$ cat src/rtl/lcd_bus_pkg.sv
// Shared constants, FSM state type and DDRAM address helpers for the LCD bus monitor.
package lcd_bus_pkg;

    // HD44780 command bytes recognised by the monitor
    localparam logic [7:0] CMD_CLEAR     = 8'h01;
    localparam logic [7:0] CMD_HOME      = 8'h02;
    localparam logic [7:0] CMD_ENTRY     = 8'h04;
    localparam logic [7:0] CMD_SET_DDRAM = 8'h80;

    // 2x16 display layout
    localparam logic [6:0] ROW1_BASE  = 7'h40;
    localparam int         LCD_COLS   = 16;
    localparam int         LCD_CELLS  = 32;
    localparam logic [7:0] CHAR_SPACE = 8'h20;

    typedef enum logic [0:0] {
        ST_IDLE  = 1'b0,
        ST_CLEAR = 1'b1
    } lcd_state_t;

    // Visible DDRAM is 0x00-0x0F and 0x40-0x4F: both have AC[5:4] == 0.
    function automatic logic ac_visible(input logic [6:0] ac);
        return (ac[5:4] == 2'b00);
    endfunction

    // Shadow cell index {row, col} for a visible AC value.
    function automatic logic [4:0] ac_to_cell(input logic [6:0] ac);
        return {ac[6], ac[3:0]};
    endfunction

endpackage

$ cat src/rtl/lcd_bus_monitor_sync.sv
// Bus input synchronizer, lcd_en falling-edge detector and enable high-width measurement.
module lcd_bus_sync #(
    parameter int MIN_EN_HIGH = 4
) (
    input  logic       clk_1MHz,
    input  logic       rst,
    input  logic       lcd_rs,
    input  logic       lcd_rw,
    input  logic       lcd_en,
    input  logic [7:0] lcd_data,
    output logic       txn,
    output logic       txn_short,
    output logic       rs,
    output logic       rw,
    output logic [7:0] data
);

    localparam int CW = $clog2(MIN_EN_HIGH + 1);

    // Packed bus word: {en, rs, rw, data[7:0]}
    logic [10:0]   meta_reg;
    logic [10:0]   sync_reg;
    logic          en_prev_reg;
    logic [CW-1:0] width_reg;
    logic          en_sync;

    assign en_sync = sync_reg[10];

    // Two-flop synchronizer; reset to en = 0 so no false falling edge follows reset.
    always_ff @(posedge clk_1MHz or posedge rst) begin
        if (rst) begin
            meta_reg    <= '0;
            sync_reg    <= '0;
            en_prev_reg <= 1'b0;
        end else begin
            meta_reg    <= {lcd_en, lcd_rs, lcd_rw, lcd_data};
            sync_reg    <= meta_reg;
            en_prev_reg <= en_sync;
        end
    end

    // Count cycles of synchronized en high, saturating at the minimum legal width.
    always_ff @(posedge clk_1MHz or posedge rst) begin
        if (rst) begin
            width_reg <= '0;
        end else if (!en_sync) begin
            width_reg <= '0;
        end else if (width_reg != CW'(MIN_EN_HIGH)) begin
            width_reg <= width_reg + CW'(1);
        end
    end

    // The fall cycle still sees the completed high-width count and the bus values of that stage.
    assign txn       = en_prev_reg & ~en_sync;
    assign txn_short = (width_reg < CW'(MIN_EN_HIGH));
    assign rs        = sync_reg[9];
    assign rw        = sync_reg[8];
    assign data      = sync_reg[7:0];

endmodule

$ cat src/rtl/lcd_bus_monitor.sv
// Character-LCD bus monitor: decodes command/data writes, mirrors visible DDRAM, flags violations.
module lcd_bus_monitor
    import lcd_bus_pkg::*;
#(
    parameter int MIN_EN_HIGH  = 4,
    parameter int CLEAR_CYCLES = 32   // must cover all LCD_CELLS, one cell per cycle
) (
    input  logic       clk_1MHz,
    input  logic       rst,
    input  logic       lcd_rs,
    input  logic       lcd_rw,
    input  logic       lcd_en,
    input  logic [7:0] lcd_data,
    input  logic [4:0] rd_addr,
    output logic [7:0] rd_char,
    output logic [6:0] cursor,
    output logic       busy,
    output logic       cmd_valid,
    output logic [7:0] cmd_byte,
    output logic       wr_valid,
    output logic [4:0] wr_addr,
    output logic [7:0] wr_char,
    output logic       frame_done,
    output logic       err_short_en,
    output logic       err_rw,
    output logic       err_addr,
    output logic       err_busy,
    input  logic       clear_err
);

    localparam int         IW      = $clog2(CLEAR_CYCLES);
    localparam logic [6:0] LAST_AC = ROW1_BASE + 7'(LCD_COLS - 1);

    logic       txn, txn_short, txn_rs, txn_rw;
    logic [7:0] txn_data;

    lcd_bus_sync #(
        .MIN_EN_HIGH(MIN_EN_HIGH)
    ) u_sync (
        .clk_1MHz (clk_1MHz),
        .rst      (rst),
        .lcd_rs   (lcd_rs),
        .lcd_rw   (lcd_rw),
        .lcd_en   (lcd_en),
        .lcd_data (lcd_data),
        .txn      (txn),
        .txn_short(txn_short),
        .rs       (txn_rs),
        .rw       (txn_rw),
        .data     (txn_data)
    );

    lcd_state_t state_reg, state_next;
    logic [6:0]    cursor_reg, cursor_next;
    logic          inc_reg, inc_next;
    logic [IW-1:0] idx_reg, idx_next;
    logic          cmd_valid_reg, cmd_valid_next;
    logic [7:0]    cmd_byte_reg, cmd_byte_next;
    logic          wr_valid_reg, wr_valid_next;
    logic [4:0]    wr_addr_reg, wr_addr_next;
    logic [7:0]    wr_char_reg, wr_char_next;
    logic          frame_done_reg, frame_done_next;
    logic          err_short_reg, err_rw_reg, err_addr_reg, err_busy_reg;
    logic          set_short, set_rw, set_addr, set_busy;

    // Single shadow write port shared by the clear sweep and data writes (never both at once).
    logic          cell_we;
    logic [4:0]    cell_addr;
    logic [7:0]    cell_data;
    logic [7:0]    cells [LCD_CELLS];
    logic [7:0]    rd_char_reg;

    // FSM state register
    always_ff @(posedge clk_1MHz or posedge rst) begin
        if (rst) begin
            state_reg <= ST_IDLE;
        end else begin
            state_reg <= state_next;
        end
    end

    // Next-state, transaction decode and shadow write selection
    always_comb begin
        state_next      = state_reg;
        cursor_next     = cursor_reg;
        inc_next        = inc_reg;
        idx_next        = idx_reg;
        cmd_valid_next  = 1'b0;
        cmd_byte_next   = cmd_byte_reg;
        wr_valid_next   = 1'b0;
        wr_addr_next    = wr_addr_reg;
        wr_char_next    = wr_char_reg;
        frame_done_next = 1'b0;
        set_short       = 1'b0;
        set_rw          = 1'b0;
        set_addr        = 1'b0;
        set_busy        = 1'b0;
        cell_we         = 1'b0;
        cell_addr       = '0;
        cell_data       = CHAR_SPACE;

        if (state_reg == ST_CLEAR) begin
            if (int'(idx_reg) < LCD_CELLS) begin
                cell_we   = 1'b1;
                cell_addr = idx_reg[4:0];
            end
            if (idx_reg == IW'(CLEAR_CYCLES - 1)) begin
                state_next = ST_IDLE;
                idx_next   = '0;
            end else begin
                idx_next = idx_reg + IW'(1);
            end
        end

        if (txn) begin
            if (txn_short) begin
                set_short = 1'b1;
            end else if (state_reg == ST_CLEAR) begin
                set_busy = 1'b1;
            end else if (txn_rw) begin
                set_rw = 1'b1;
            end else if (!txn_rs) begin
                cmd_valid_next = 1'b1;
                cmd_byte_next  = txn_data;
                casez (txn_data)
                    8'b1???_????: cursor_next = txn_data[6:0];
                    8'b0000_0001: begin
                        cursor_next = '0;
                        inc_next    = 1'b1;
                        state_next  = ST_CLEAR;
                        idx_next    = '0;
                    end
                    8'b0000_001?: cursor_next = '0;
                    8'b0000_01??: inc_next = txn_data[1];
                    default: ;
                endcase
            end else begin
                if (ac_visible(cursor_reg)) begin
                    cell_we         = 1'b1;
                    cell_addr       = ac_to_cell(cursor_reg);
                    cell_data       = txn_data;
                    wr_valid_next   = 1'b1;
                    wr_addr_next    = ac_to_cell(cursor_reg);
                    wr_char_next    = txn_data;
                    frame_done_next = (cursor_reg == LAST_AC);
                end else begin
                    set_addr = 1'b1;
                end
                cursor_next = inc_reg ? cursor_reg + 7'd1 : cursor_reg - 7'd1;
            end
        end
    end

    // Datapath registers: address counter, report outputs and sticky errors
    always_ff @(posedge clk_1MHz or posedge rst) begin
        if (rst) begin
            cursor_reg     <= '0;
            inc_reg        <= 1'b1;
            idx_reg        <= '0;
            cmd_valid_reg  <= 1'b0;
            cmd_byte_reg   <= '0;
            wr_valid_reg   <= 1'b0;
            wr_addr_reg    <= '0;
            wr_char_reg    <= '0;
            frame_done_reg <= 1'b0;
            err_short_reg  <= 1'b0;
            err_rw_reg     <= 1'b0;
            err_addr_reg   <= 1'b0;
            err_busy_reg   <= 1'b0;
        end else begin
            cursor_reg     <= cursor_next;
            inc_reg        <= inc_next;
            idx_reg        <= idx_next;
            cmd_valid_reg  <= cmd_valid_next;
            cmd_byte_reg   <= cmd_byte_next;
            wr_valid_reg   <= wr_valid_next;
            wr_addr_reg    <= wr_addr_next;
            wr_char_reg    <= wr_char_next;
            frame_done_reg <= frame_done_next;
            // a new error wins over a simultaneous clear
            err_short_reg  <= (err_short_reg & ~clear_err) | set_short;
            err_rw_reg     <= (err_rw_reg    & ~clear_err) | set_rw;
            err_addr_reg   <= (err_addr_reg  & ~clear_err) | set_addr;
            err_busy_reg   <= (err_busy_reg  & ~clear_err) | set_busy;
        end
    end

    // Shadow DDRAM: reset straight to blanks, one write per cycle
    always_ff @(posedge clk_1MHz or posedge rst) begin
        if (rst) begin
            for (int i = 0; i < LCD_CELLS; i++) begin
                cells[i] <= CHAR_SPACE;
            end
        end else if (cell_we) begin
            for (int i = 0; i < LCD_CELLS; i++) begin
                if (cell_addr == 5'(i)) begin
                    cells[i] <= cell_data;
                end
            end
        end
    end

    // Registered shadow read; a same-cycle write to the cell returns the old value
    always_ff @(posedge clk_1MHz or posedge rst) begin
        if (rst) begin
            rd_char_reg <= '0;
        end else begin
            rd_char_reg <= cells[rd_addr];
        end
    end

    assign rd_char      = rd_char_reg;
    assign cursor       = cursor_reg;
    assign busy         = (state_reg == ST_CLEAR);
    assign cmd_valid    = cmd_valid_reg;
    assign cmd_byte     = cmd_byte_reg;
    assign wr_valid     = wr_valid_reg;
    assign wr_addr      = wr_addr_reg;
    assign wr_char      = wr_char_reg;
    assign frame_done   = frame_done_reg;
    assign err_short_en = err_short_reg;
    assign err_rw       = err_rw_reg;
    assign err_addr     = err_addr_reg;
    assign err_busy     = err_busy_reg;

endmodule

$ cat config.mk
export PLATFORM = sky130hd
export DESIGN_NAME = lcd_bus_monitor
export DESIGN_NICKNAME = d
export VERILOG_FILES = /design/src/rtl/lcd_bus_pkg.sv /design/src/rtl/lcd_bus_monitor_sync.sv /design/src/rtl/lcd_bus_monitor.sv
export SDC_FILE = /design/constraint.sdc
export NUM_CORES = 1
export LEC_CHECK = 0
export BUFFER_PORTS_ARGS = -buffer_cell sky130_fd_sc_hd__clkbuf_2
export CAP_MARGIN = 20
export CORE_UTILIZATION = 50
export DETAILED_ROUTE_END_ITERATION = 6
export GPL_ROUTABILITY_DRIVEN = 0
export PLACE_DENSITY_LB_ADDON = 0.2
export SKIP_LAST_GASP = 1
export SLEW_MARGIN = 30
export SYNTH_ARGS = -nofsm -noshare
export SYNTH_HDL_FRONTEND = slang
export SYNTH_HIERARCHICAL = 1
export SYNTH_SLANG_ARGS = --single-unit
$ cat constraint.sdc
create_clock -name clk_1MHz -period 14.2 [get_ports clk_1MHz]
set_input_delay 2.84 -clock clk_1MHz [delete_from_list [all_inputs] [get_ports clk_1MHz]]
set_output_delay 2.84 -clock clk_1MHz [all_outputs]
set_load 0.005 [all_outputs]
==> results of run 1 <==
==> power breakdown <==
part	switching, mW	internal (mW)
sequential	0.0265	0.965
combinational	0.0857	0.0593
clock	0.383	0.580
==> worst max-delay path: cells and delay by family <==
family	cells	cell delay (ns)
multiplexers	3	1.41
buffers and inverters	2	1.12
==> worst paths after layout <==
kind                               startpoint            endpoint  cells after the start
max                                rd_addr[0]          rd_char[1]                      5
min                        u_sync/meta_reg[1]  u_sync/sync_reg[1]                      0
max reg2reg                u_sync/sync_reg[9]           cells[47]                      7
min reg2reg                u_sync/meta_reg[1]  u_sync/sync_reg[1]                      0
max in group asynchronous                 rst          cells[176]                      4
min in group asynchronous                 rst  u_sync/sync_reg[2]                      2
==> stage by stage <==
| stage | cell area [um^2] | hold slack (ns) |
|---|---|---|
| after floorplan | 15100 | 0.331 |
| after global placement | 15700 | 0.331 |
| after detailed placement | 15700 | 0.336 |
| after CTS | 17000 | 0.348 |
| after global routing | 17000 | 0.352 |
| final | 17000 | 0.347 |
==> logic make-up after synthesis <==
logic type | count (synthesis) | synth area share [%]
and+or+nand+nor | 123 | 4.59
buffers and inverters | 87 | 2.60
AOI/OAI and AO/OA | 77 | 3.70
adders and majority gates | 10 | 0.877
xor gates and xnor gates | 3 | 0.174
DFF | 332 | 55.2
muxes | 356 | 32.8
==> routing by layer <==
layer	track usage, %	routed length (um)
met5	0	0
met3	4.07	1810
met2	37.8	16800
met4	7.03	817
met1	35.4	16300
==> area by class of cell <==
type	count	share of cell area, %
Clock buffer	52	6.27
Clock inverter	14	1.02
Inverter	16	0.398
Multi-Input combinational cell	569	37.7
Sequential cell	332	49.2
Tap cell	390	2.88
Timing Repair Buffer	76	2.51
==> cells in the final DEF, fill, tap and decap left out, types with 4 or more instances in the layout <==
cell       instances
mux4_2            80
nor2_2            21
nor2b_1            6
o21ai_0           12
a31oi_1            7
ha_1               9
mux2_4            16
nor3_1             6
nor2_1            19
and3_1             7
dfstp_2           33
nand2_1           23
a22o_1             6
clkbuf_2          60
dfrtp_1          299
clkinv_2           5
mux2_2           242
a21o_1            10
clkbuf_8           6
o21a_1             4
nand3_1            9
mux2i_1            4
clkbuf_1           8
a21oi_1            8
nand4_1            7
inv_1             14
mux2_1            14
clkbuf_16         38
buf_4             13
==> synth_stat cells (8+ instances only) <==
library cell and n:
a21oi_1 9, mux2_4 16, mux2_2 242, ha_1 9, clkbuf_1 41, and3_1 8
a21o_1 10, buf_2 14, mux2_1 14, mux4_2 80, nor2_1 22, buf_4 9
nand2_1 23, nor2_2 18, o21ai_0 12, dfrtp_1 299, dfstp_2 33, nand3_1 9
inv_1 16
==> flow_results.xml, run 1 <==
<?xml version="1.0" encoding="UTF-8"?>
<metrics>
  <group name="layout">
    <metric name="layout-area-overhead-vs-synth" unit="%">12.2</metric>
    <metric name="post-route-util" unit="%">57.1</metric>
    <metric name="n_fill_cell" unit="">2381</metric>
    <metric name="multi_input_area" unit="mm^2">0.00639</metric>
    <metric name="finished_layout_cells" unit="">1449</metric>
    <metric name="largest_reg_flops" unit="">256</metric>
    <metric name="final_nets" unit="">1060</metric>
    <metric name="diodes" unit="">0</metric>
    <metric name="layout-drive-gt1-share" unit="%">51.3</metric>
    <metric name="seqCellArea" unit="mm^2">0.00835</metric>
  </group>
  <group name="floorplanning">
    <metric name="core_area" unit="mm^2">0.0297</metric>
    <metric name="io_pins" unit="">63</metric>
    <metric name="dieArea" unit="mm^2">0.0309</metric>
    <metric name="fp.dieW" unit="um">176</metric>
    <metric name="row_count" unit="">63</metric>
    <metric name="die_height" unit="um">176</metric>
    <metric name="initial_utilization" unit="%">50.9</metric>
  </group>
  <group name="detailed_routing">
    <metric name="dr_total_vias" unit="">8691</metric>
    <metric name="avgRoutedWirePerCell" unit="um">24.6</metric>
    <metric name="drc_errors_left" unit="">0</metric>
    <metric name="route.detailed.vias_per_inst" unit="">6.00</metric>
    <metric name="first_iter_violations" unit="">754</metric>
    <metric name="first_pass_iters" unit="">6</metric>
    <metric name="total_routed_length" unit="um">35700</metric>
    <metric name="count_of_nets_left_with_antenna_violations_after_detail_routing" unit="">0</metric>
  </group>
  <group name="flow_run">
    <metric name="maxCapViolCount" unit="">0</metric>
  </group>
  <group name="sta">
    <metric name="maxClockFrequency" unit="MHz">200</metric>
    <metric name="skew" unit="ns">0.0294</metric>
    <metric name="period_needed" unit="ns">5.00</metric>
    <metric name="final_critical_path_setup_slack" unit="ns">9.20</metric>
    <metric name="finalHoldViolCount" unit="">0</metric>
    <metric name="grt_setup_unrepaired" unit="">false</metric>
    <metric name="fin_crit_sh" unit="%">35.2</metric>
    <metric name="final_max_slew_viol_count" unit="">0</metric>
    <metric name="timing.max_slew.rel_slack" unit="%">38.7</metric>
    <metric name="worst_slew_pin_slew" unit="ns">0.920</metric>
    <metric name="fin_setup_tns" unit="ns">0</metric>
    <metric name="setup_viol_count_final" unit="">0</metric>
  </group>
  <group name="clock_tree">
    <metric name="ctsLongestPathBuffers" unit="">3</metric>
    <metric name="clkLatencyLatePin" unit="ns">0.53</metric>
    <metric name="cts.htree.levels" unit="">2</metric>
    <metric name="cts_resized" unit="">0</metric>
    <metric name="cts_hold_buffers" unit="">0</metric>
    <metric name="tritoncts" unit="">yes</metric>
    <metric name="postCtsSetupRepairBufs" unit="">0</metric>
    <metric name="numClockSinks" unit="">332</metric>
    <metric name="cts_root_buf" unit="">clkbuf_16</metric>
    <metric name="clk_transition_reported_paths" unit="ns">0.06</metric>
    <metric name="cts_made_buffers" unit="">36</metric>
  </group>
  <group name="setup_path">
    <metric name="cp-start-kind" unit="">input port</metric>
    <metric name="end_kind" unit="">flip-flop</metric>
    <metric name="cp.required" unit="ns">14.60</metric>
    <metric name="crit_path_cell_trace" unit="">buf_4 -&gt; buf_4 -&gt; mux4_2 -&gt; mux4_2 -&gt; mux2_2</metric>
    <metric name="timing.critical_path.slowest_stage_cell" unit="">buf_4</metric>
    <metric name="critical_path_arrival" unit="ns">5.41</metric>
    <metric name="setup.reg_to_reg.worst_slack" unit="ns">10.42</metric>
    <metric name="worst-setup-path-type" unit="">in -&gt; reg</metric>
    <metric name="largest_stage_delay_on_the_critical_path" unit="ns">0.76</metric>
    <metric name="cp_max_fo" unit="">44</metric>
  </group>
  <group name="place">
    <metric name="dp_hpwl" unit="um">22300</metric>
    <metric name="post_placement_cell_count" unit="">1383</metric>
    <metric name="preCtsSetupSlack" unit="ns">8.60</metric>
    <metric name="port_buffers" unit="">62</metric>
  </group>
  <group name="yosys">
    <metric name="yosysTopAreaCellShare" unit="%">49.5</metric>
    <metric name="synth_area_leaders" unit="">dfrtp_1, mux2_2, mux4_2, dfstp_2, mux2_4</metric>
    <metric name="most_used_flip_flop_cell_after_synthesis" unit="">dfrtp_1</metric>
    <metric name="yosysSeqAreaShare" unit="%">55.2</metric>
    <metric name="synth-edff-count" unit="">0</metric>
    <metric name="cells_after_synth" unit="">988</metric>
    <metric name="syn-mean-instance-area" unit="um^2">15.3</metric>
    <metric name="synth.yosys.warnings" unit="">6</metric>
    <metric name="async_s_r_ff_share_synth" unit="%">100</metric>
    <metric name="synth-seq-cells" unit="">332</metric>
    <metric name="synth.cell_area" unit="mm^2">0.0151</metric>
    <metric name="post_synth_num_cell_types" unit="">67</metric>
    <metric name="netlist.top_cell.by_area" unit="">dfrtp_1</metric>
    <metric name="synth.net_count" unit="">1017</metric>
  </group>
  <group name="global_route">
    <metric name="vias_in_the_first_global_route" unit="">8964</metric>
    <metric name="grt_remaining_overflow" unit="">0</metric>
    <metric name="initial_antenna_violation_count" unit="">0</metric>
    <metric name="global_route.usage.total" unit="%">24.4</metric>
    <metric name="grt_pass1_wl" unit="um">56100</metric>
    <metric name="grt_max_degree" unit="">95</metric>
  </group>
  <group name="power">
    <metric name="total_power" unit="mW">2.10</metric>
    <metric name="leakagePower" unit="nW">8.09</metric>
    <metric name="power.density" unit="mW/mm^2">124</metric>
    <metric name="power.ir.vdd_worst" unit="uV">103</metric>
  </group>
  <group name="outcome">
    <metric name="outcome" unit="">finished, final reports clean</metric>
  </group>
  <group name="hold_path">
    <metric name="hp-class" unit="">reg -&gt; reg</metric>
  </group>
</metrics>
Power figures use the tool's default switching activity.
==> inputs of run 2 (changes only) <==
==> constraint.sdc (replaced) <==
create_clock -name clk_1MHz -period 4.3 [get_ports clk_1MHz]
set_input_delay 0.86 -clock clk_1MHz [delete_from_list [all_inputs] [get_ports clk_1MHz]]
set_output_delay 0.86 -clock clk_1MHz [all_outputs]
set_load 0.005 [all_outputs]
==> run 2 against run 1 <==
- clock skew down 0.0081 ns
- via count grew 0.20%
- count of clock-buffer cells in the layout increased by 4
- non-clock buffer count is 10 higher
- global-route usage decreased by 0.62 points
- design area up 0.35%
- critical path depth up 2
- sequential share of layout area is 0.17 points lower
- critical path type is now reg -> reg
==> flow_results.xml, run 2 (synthesis results as in run 1) <==
<?xml version="1.0" encoding="UTF-8"?>
<metrics>
  <group name="setup_path">
    <metric name="crit_path_cell_trace" unit="">nor2b_1 -&gt; nor4b_4 -&gt; nand2_1 -&gt; inv_1 -&gt; a221o_1 -&gt; or3_1 -&gt; mux2_4</metric>
    <metric name="number_of_buffers_and_inverters_on_the_critical_path" unit="">1</metric>
    <metric name="worst-setup-path-type" unit="">reg -&gt; reg</metric>
    <metric name="end_kind" unit="">flip-flop</metric>
    <metric name="timing.critical_path.slowest_stage_cell" unit="">nor4b_4</metric>
    <metric name="timing.rr.end" unit="">cells[44]</metric>
    <metric name="cp_max_fo" unit="">11</metric>
    <metric name="setup.reg_to_reg.worst_slack" unit="ns">0.91</metric>
    <metric name="critical_path_arrival" unit="ns">3.79</metric>
    <metric name="cp.required" unit="ns">4.70</metric>
    <metric name="rr_startpoint" unit="">u_sync/sync_reg[10]</metric>
    <metric name="cp-start-kind" unit="">flip-flop</metric>
    <metric name="largest_stage_delay_on_the_critical_path" unit="ns">0.60</metric>
    <metric name="timing.critical_path.max_delay_family" unit="">simple AND/OR/NAND/NOR gates</metric>
    <metric name="ff2ff_path_depth" unit="">7</metric>
  </group>
  <group name="outcome">
    <metric name="outcome" unit="">finished, final reports clean</metric>
  </group>
  <group name="clock_tree">
    <metric name="ctsLongestPathBuffers" unit="">3</metric>
    <metric name="cts_resized" unit="">0</metric>
    <metric name="numClockSinks" unit="">332</metric>
    <metric name="cts_hold_buffers" unit="">0</metric>
    <metric name="tritoncts" unit="">yes</metric>
    <metric name="postCtsSetupRepairBufs" unit="">0</metric>
    <metric name="clkLatencyLatePin" unit="ns">0.52</metric>
    <metric name="cts_root_buf" unit="">clkbuf_16</metric>
    <metric name="cts_made_buffers" unit="">36</metric>
    <metric name="cts.htree.levels" unit="">2</metric>
    <metric name="clk_transition_reported_paths" unit="ns">0.06</metric>
  </group>
  <group name="hold_path">
    <metric name="hp-class" unit="">reg -&gt; reg</metric>
    <metric name="worstHoldEndpoint" unit="">u_sync/sync_reg[4]</metric>
    <metric name="hold_path_startpoint" unit="">u_sync/meta_reg[4]</metric>
    <metric name="hold-path-cell-count" unit="">0</metric>
  </group>
  <group name="detailed_routing">
    <metric name="drc_errors_left" unit="">0</metric>
    <metric name="dr_total_vias" unit="">8708</metric>
    <metric name="first_pass_iters" unit="">6</metric>
    <metric name="route.detailed.vias_per_inst" unit="">5.97</metric>
    <metric name="first_iter_violations" unit="">600</metric>
    <metric name="avgRoutedWirePerCell" unit="um">23.9</metric>
    <metric name="count_of_nets_left_with_antenna_violations_after_detail_routing" unit="">0</metric>
    <metric name="total_routed_length" unit="um">34900</metric>
  </group>
  <group name="layout">
    <metric name="final_nets" unit="">1070</metric>
    <metric name="finished_layout_cells" unit="">1459</metric>
    <metric name="mostFrequentLayoutCell" unit="">dfrtp_1</metric>
    <metric name="commonest_cells_after_routing_fill_and_taps_aside" unit="">dfrtp_1, mux2_2, mux4_2</metric>
    <metric name="largest_reg_flops" unit="">256</metric>
    <metric name="post-route-cell-area" unit="mm^2">0.0170</metric>
    <metric name="layout-area-overhead-vs-synth" unit="%">12.6</metric>
    <metric name="layout-drive-gt1-share" unit="%">51.2</metric>
  </group>
  <group name="global_route">
    <metric name="global_route.usage.total" unit="%">23.7</metric>
    <metric name="initial_antenna_violation_count" unit="">1</metric>
    <metric name="use_met3" unit="%">4.57</metric>
    <metric name="grt_remaining_overflow" unit="">0</metric>
    <metric name="grt_max_degree" unit="">77</metric>
    <metric name="vias_in_the_first_global_route" unit="">8912</metric>
    <metric name="groute.layer.met1.usage" unit="%">35.3</metric>
    <metric name="met2_usage" unit="%">35.9</metric>
    <metric name="top_usage_layer" unit="">met2</metric>
    <metric name="grt_pass1_wl" unit="um">55300</metric>
  </group>
  <group name="floorplanning">
    <metric name="io_pins" unit="">63</metric>
    <metric name="die_height" unit="um">176</metric>
    <metric name="initial_utilization" unit="%">50.9</metric>
    <metric name="dieArea" unit="mm^2">0.0309</metric>
    <metric name="core_area" unit="mm^2">0.0297</metric>
    <metric name="row_count" unit="">63</metric>
    <metric name="fp.dieW" unit="um">176</metric>
  </group>
  <group name="power">
    <metric name="power.density" unit="mW/mm^2">399</metric>
    <metric name="power.ir.vdd_worst" unit="uV">353</metric>
    <metric name="leakagePower" unit="nW">8.13</metric>
    <metric name="total_power" unit="mW">6.80</metric>
  </group>
  <group name="place">
    <metric name="detailed_place.area" unit="mm^2">0.0159</metric>
    <metric name="post_placement_cell_count" unit="">1393</metric>
    <metric name="port_buffers" unit="">62</metric>
    <metric name="preCtsSetupSlack" unit="ns">0.996</metric>
    <metric name="dp_hpwl" unit="um">22700</metric>
  </group>
  <group name="sta">
    <metric name="grt_setup_unrepaired" unit="">false</metric>
    <metric name="maxClockFrequency" unit="MHz">295</metric>
    <metric name="setup_viol_count_final" unit="">0</metric>
    <metric name="final_critical_path_setup_slack" unit="ns">0.911</metric>
    <metric name="final_max_slew_viol_count" unit="">0</metric>
    <metric name="worst_slew_pin_slew" unit="ns">0.872</metric>
    <metric name="fin_crit_sh" unit="%">78.8</metric>
    <metric name="timing.max_slew.rel_slack" unit="%">41.6</metric>
    <metric name="finalHoldViolCount" unit="">0</metric>
    <metric name="skew" unit="ns">0.0213</metric>
    <metric name="period_needed" unit="ns">3.39</metric>
    <metric name="fin_hold_ws" unit="ns">0.345</metric>
  </group>
  <group name="flow_run">
    <metric name="maxCapViolCount" unit="">0</metric>
  </group>
</metrics>
-- run 2: cell types whose count changed in the layout (fill, tap and decap cells not counted), moves of 2 or more --
cell,delta
buf_12,+6
buf_4,+6
clkbuf_8,+3
buf_6,-2
bufinv_16,-2
clkbuf_1,+2
clkinv_4,-2
nor2_1,+2
nor2_2,-2
-- run 2: how the worst max path moves through the flow --
| stage | from | endpoint | slack (ns) | cells past startpoint |
|---|---|---|---|---|
| finish | u_sync/sync_reg[10] | cells[44] | 0.91 | 7 |
| global route | u_sync/sync_reg[10] | cells[44] | 0.70 | 7 |
| CTS | u_sync/sync_reg[10] | cells[44] | 0.96 | 7 |
| detailed placement | u_sync/sync_reg[10] | cells[47] | 1.0 | 7 |
| global placement | u_sync/sync_reg[10] | cells[43] | 1.04 | 7 |
| floorplan | rst | busy | -0.60 | 1 |
-- run 2: metal layers --
metal	routed length, um	part of all wire (%)	vias up
met5	0	0	-
met4	739	2.1	0
met3	1680	4.8	57
met2	16000	46	202
met1	16400	47	4679
li1	-	-	3770
-- run 2: metrics by stage --
stage	util (%)	setup TNS, ns
2_1_floorplan	-	-164.90
4_1_cts	57.3	0
3_5_place_dp	53.3	0
6_report	57.3	0
3_3_place_gp	53.3	0
5_1_grt	57.3	0
-- run 2: power by group --
| part | switching [mW] | internal (mW) |
|---|---|---|
| Clock | 1.23 | 1.80 |
| Combinational | 0.281 | 0.207 |
| Sequential | 0.0869 | 3.19 |
-- run 2: final cells by class --
type,instances,area (um^2)
diodes,1,2.50
clock buffers,56,1090
clock inverters,9,77.6
fillers,2357,12700
inverters,16,63.8
multi-input cells,569,6380
flip-flops and latches,332,8350
well taps,390,488
repair buffers,86,568
==> inputs of run 3 (changes only) <==
==> constraint.sdc (replaced) <==
create_clock -name clk_1MHz -period 2.8 [get_ports clk_1MHz]
set_input_delay 0.56 -clock clk_1MHz [delete_from_list [all_inputs] [get_ports clk_1MHz]]
set_output_delay 0.56 -clock clk_1MHz [all_outputs]
set_load 0.005 [all_outputs]
==> run 3 against run 2 <==
- via count increased by 0.62%
- wire length decreased by 3.9%
- design area increased by 2.6%
- highest routed layer is now met5
==> flow_results.xml, run 3 (synthesis results as in run 1) <==
<?xml version="1.0" encoding="UTF-8"?>
<metrics>
  <group name="place">
    <metric name="port_buffers" unit="">62</metric>
    <metric name="preCtsSetupSlack" unit="ns">-0.0573</metric>
    <metric name="detailed_place.area" unit="mm^2">0.0162</metric>
    <metric name="dp_hpwl" unit="um">22000</metric>
    <metric name="post_placement_cell_count" unit="">1430</metric>
  </group>
  <group name="layout">
    <metric name="diodes" unit="">0</metric>
    <metric name="post-route-cell-area" unit="mm^2">0.0175</metric>
    <metric name="n_fill_cell" unit="">2276</metric>
    <metric name="layout-area-overhead-vs-synth" unit="%">15.5</metric>
    <metric name="layout-drive-gt1-share" unit="%">53.5</metric>
    <metric name="multi_input_area" unit="mm^2">0.00640</metric>
    <metric name="post-route-util" unit="%">58.8</metric>
    <metric name="commonest_cells_after_routing_fill_and_taps_aside" unit="">dfrtp_1, mux2_2, mux4_2</metric>
    <metric name="finished_layout_cells" unit="">1497</metric>
    <metric name="seqCellArea" unit="mm^2">0.00835</metric>
    <metric name="largest_reg_flops" unit="">256</metric>
    <metric name="final_nets" unit="">1110</metric>
    <metric name="mostFrequentLayoutCell" unit="">dfrtp_1</metric>
  </group>
  <group name="power">
    <metric name="leakagePower" unit="nW">8.38</metric>
    <metric name="power.density" unit="mW/mm^2">617</metric>
    <metric name="power.ir.vdd_worst" unit="uV">407</metric>
    <metric name="total_power" unit="mW">10.8</metric>
  </group>
  <group name="global_route">
    <metric name="vias_in_the_first_global_route" unit="">9017</metric>
    <metric name="grt_pass1_wl" unit="um">54200</metric>
    <metric name="grt_remaining_overflow" unit="">0</metric>
    <metric name="grt_max_degree" unit="">108</metric>
    <metric name="initial_antenna_violation_count" unit="">1</metric>
    <metric name="global_route.usage.total" unit="%">23.0</metric>
  </group>
  <group name="detailed_routing">
    <metric name="total_routed_length" unit="um">33500</metric>
    <metric name="first_iter_violations" unit="">583</metric>
    <metric name="first_pass_iters" unit="">5</metric>
    <metric name="drc_errors_left" unit="">0</metric>
    <metric name="avgRoutedWirePerCell" unit="um">22.4</metric>
    <metric name="route.detailed.vias_per_inst" unit="">5.85</metric>
    <metric name="count_of_nets_left_with_antenna_violations_after_detail_routing" unit="">0</metric>
    <metric name="dr_total_vias" unit="">8762</metric>
  </group>
  <group name="sta">
    <metric name="worst_slew_pin_slew" unit="ns">0.613</metric>
    <metric name="final_max_slew_viol_count" unit="">0</metric>
    <metric name="final_critical_path_setup_slack" unit="ns">0.0649</metric>
    <metric name="grt_setup_unrepaired" unit="">true</metric>
    <metric name="skew" unit="ns">0.0248</metric>
    <metric name="fin_setup_tns" unit="ns">0</metric>
    <metric name="period_needed" unit="ns">2.74</metric>
    <metric name="timing.max_slew.rel_slack" unit="%">59.1</metric>
    <metric name="maxClockFrequency" unit="MHz">366</metric>
    <metric name="finalHoldViolCount" unit="">0</metric>
    <metric name="fin_hold_ws" unit="ns">0.0891</metric>
    <metric name="setup_viol_count_final" unit="">0</metric>
    <metric name="fin_crit_sh" unit="%">97.7</metric>
  </group>
  <group name="floorplanning">
    <metric name="io_pins" unit="">63</metric>
    <metric name="row_count" unit="">63</metric>
    <metric name="fp.dieW" unit="um">176</metric>
    <metric name="die_height" unit="um">176</metric>
    <metric name="dieArea" unit="mm^2">0.0309</metric>
    <metric name="core_area" unit="mm^2">0.0297</metric>
    <metric name="initial_utilization" unit="%">50.9</metric>
  </group>
  <group name="hold_path">
    <metric name="hp-class" unit="">in -&gt; async</metric>
  </group>
  <group name="clock_tree">
    <metric name="cts.htree.levels" unit="">2</metric>
    <metric name="cts_hold_buffers" unit="">0</metric>
    <metric name="tritoncts" unit="">yes</metric>
    <metric name="clkLatencyLatePin" unit="ns">0.53</metric>
    <metric name="cts_root_buf" unit="">clkbuf_16</metric>
    <metric name="cts_made_buffers" unit="">36</metric>
    <metric name="numClockSinks" unit="">332</metric>
    <metric name="clk_transition_reported_paths" unit="ns">0.06</metric>
    <metric name="ctsLongestPathBuffers" unit="">3</metric>
  </group>
  <group name="setup_path">
    <metric name="critical_path_arrival" unit="ns">3.13</metric>
    <metric name="crit_path_cell_trace" unit="">nor2b_1 -&gt; or4b_1 -&gt; o31a_1 -&gt; or3_1 -&gt; mux2_4</metric>
    <metric name="worst-setup-path-type" unit="">reg -&gt; reg</metric>
    <metric name="end_kind" unit="">flip-flop</metric>
    <metric name="cp.required" unit="ns">3.19</metric>
    <metric name="timing.critical_path.slowest_stage_cell" unit="">or4b_1</metric>
    <metric name="cp_max_fo" unit="">8</metric>
    <metric name="timing.critical_path.max_delay_family" unit="">simple AND/OR/NAND/NOR gates</metric>
    <metric name="largest_stage_delay_on_the_critical_path" unit="ns">0.63</metric>
    <metric name="number_of_buffers_and_inverters_on_the_critical_path" unit="">0</metric>
    <metric name="cp-start-kind" unit="">flip-flop</metric>
  </group>
  <group name="flow_run">
    <metric name="maxCapViolCount" unit="">0</metric>
  </group>
  <group name="outcome">
    <metric name="outcome" unit="">finished, final reports clean</metric>
  </group>
</metrics>
[run 3: timing repair]
action | 4_1_cts | 5_1_grt
setup buffers | 0 | 3
gates resized for setup | 1 | 4
endpoints found under the setup margin | 8 | 95
pin swaps | 0 | 3
[run 3: worst paths after layout]
check	from	endpoint	slack, ns	cells past startpoint
max	u_sync/sync_reg[10]	cells[72]	0.06	5
min	rst	u_sync/sync_reg[4]	0.09	2
max reg2reg	u_sync/sync_reg[10]	cells[72]	0.06	5
min reg2reg	u_sync/meta_reg[7]	u_sync/sync_reg[7]	0.35	0
max in group asynchronous	rst	cells[85]	1.93	4
min in group clk_1MHz	lcd_data[2]	u_sync/meta_reg[2]	0.14	1
[run 3: layer usage]
metal | up-vias | GRT usage [%] | wire length, um
li1 | 3850 | - | -
met1 | 4674 | 34.7 | 16100
met2 | 188 | 34.5 | 15300
met3 | 48 | 4.07 | 1450
met4 | 2 | 5.94 | 659
met5 | - | 0 | 13
[run 3: layout make-up]
| class | count | share of cell area [%] |
|---|---|---|
| sequential | 332 | 47.8 |
| multi-input combinational | 569 | 36.6 |
| clock buffer | 45 | 5.76 |
| timing repair buffer | 126 | 5.26 |
| tap | 390 | 2.79 |
| clock inverter | 19 | 1.38 |
| inverter | 16 | 0.365 |
[run 3: worst reg2reg max path, cell delays in order (launching register included)]
cell     delay (ns)
dfrtp_1        0.37
nor2b_1        0.23
or4b_1         0.63
o31a_1         0.38
or3_1          0.61
mux2_4         0.39
[run 3: report_power, final]
group | internal (mW) | switching, mW
clock network | 3.02 | 1.95
logic | 0.340 | 0.448
registers | 4.90 | 0.122
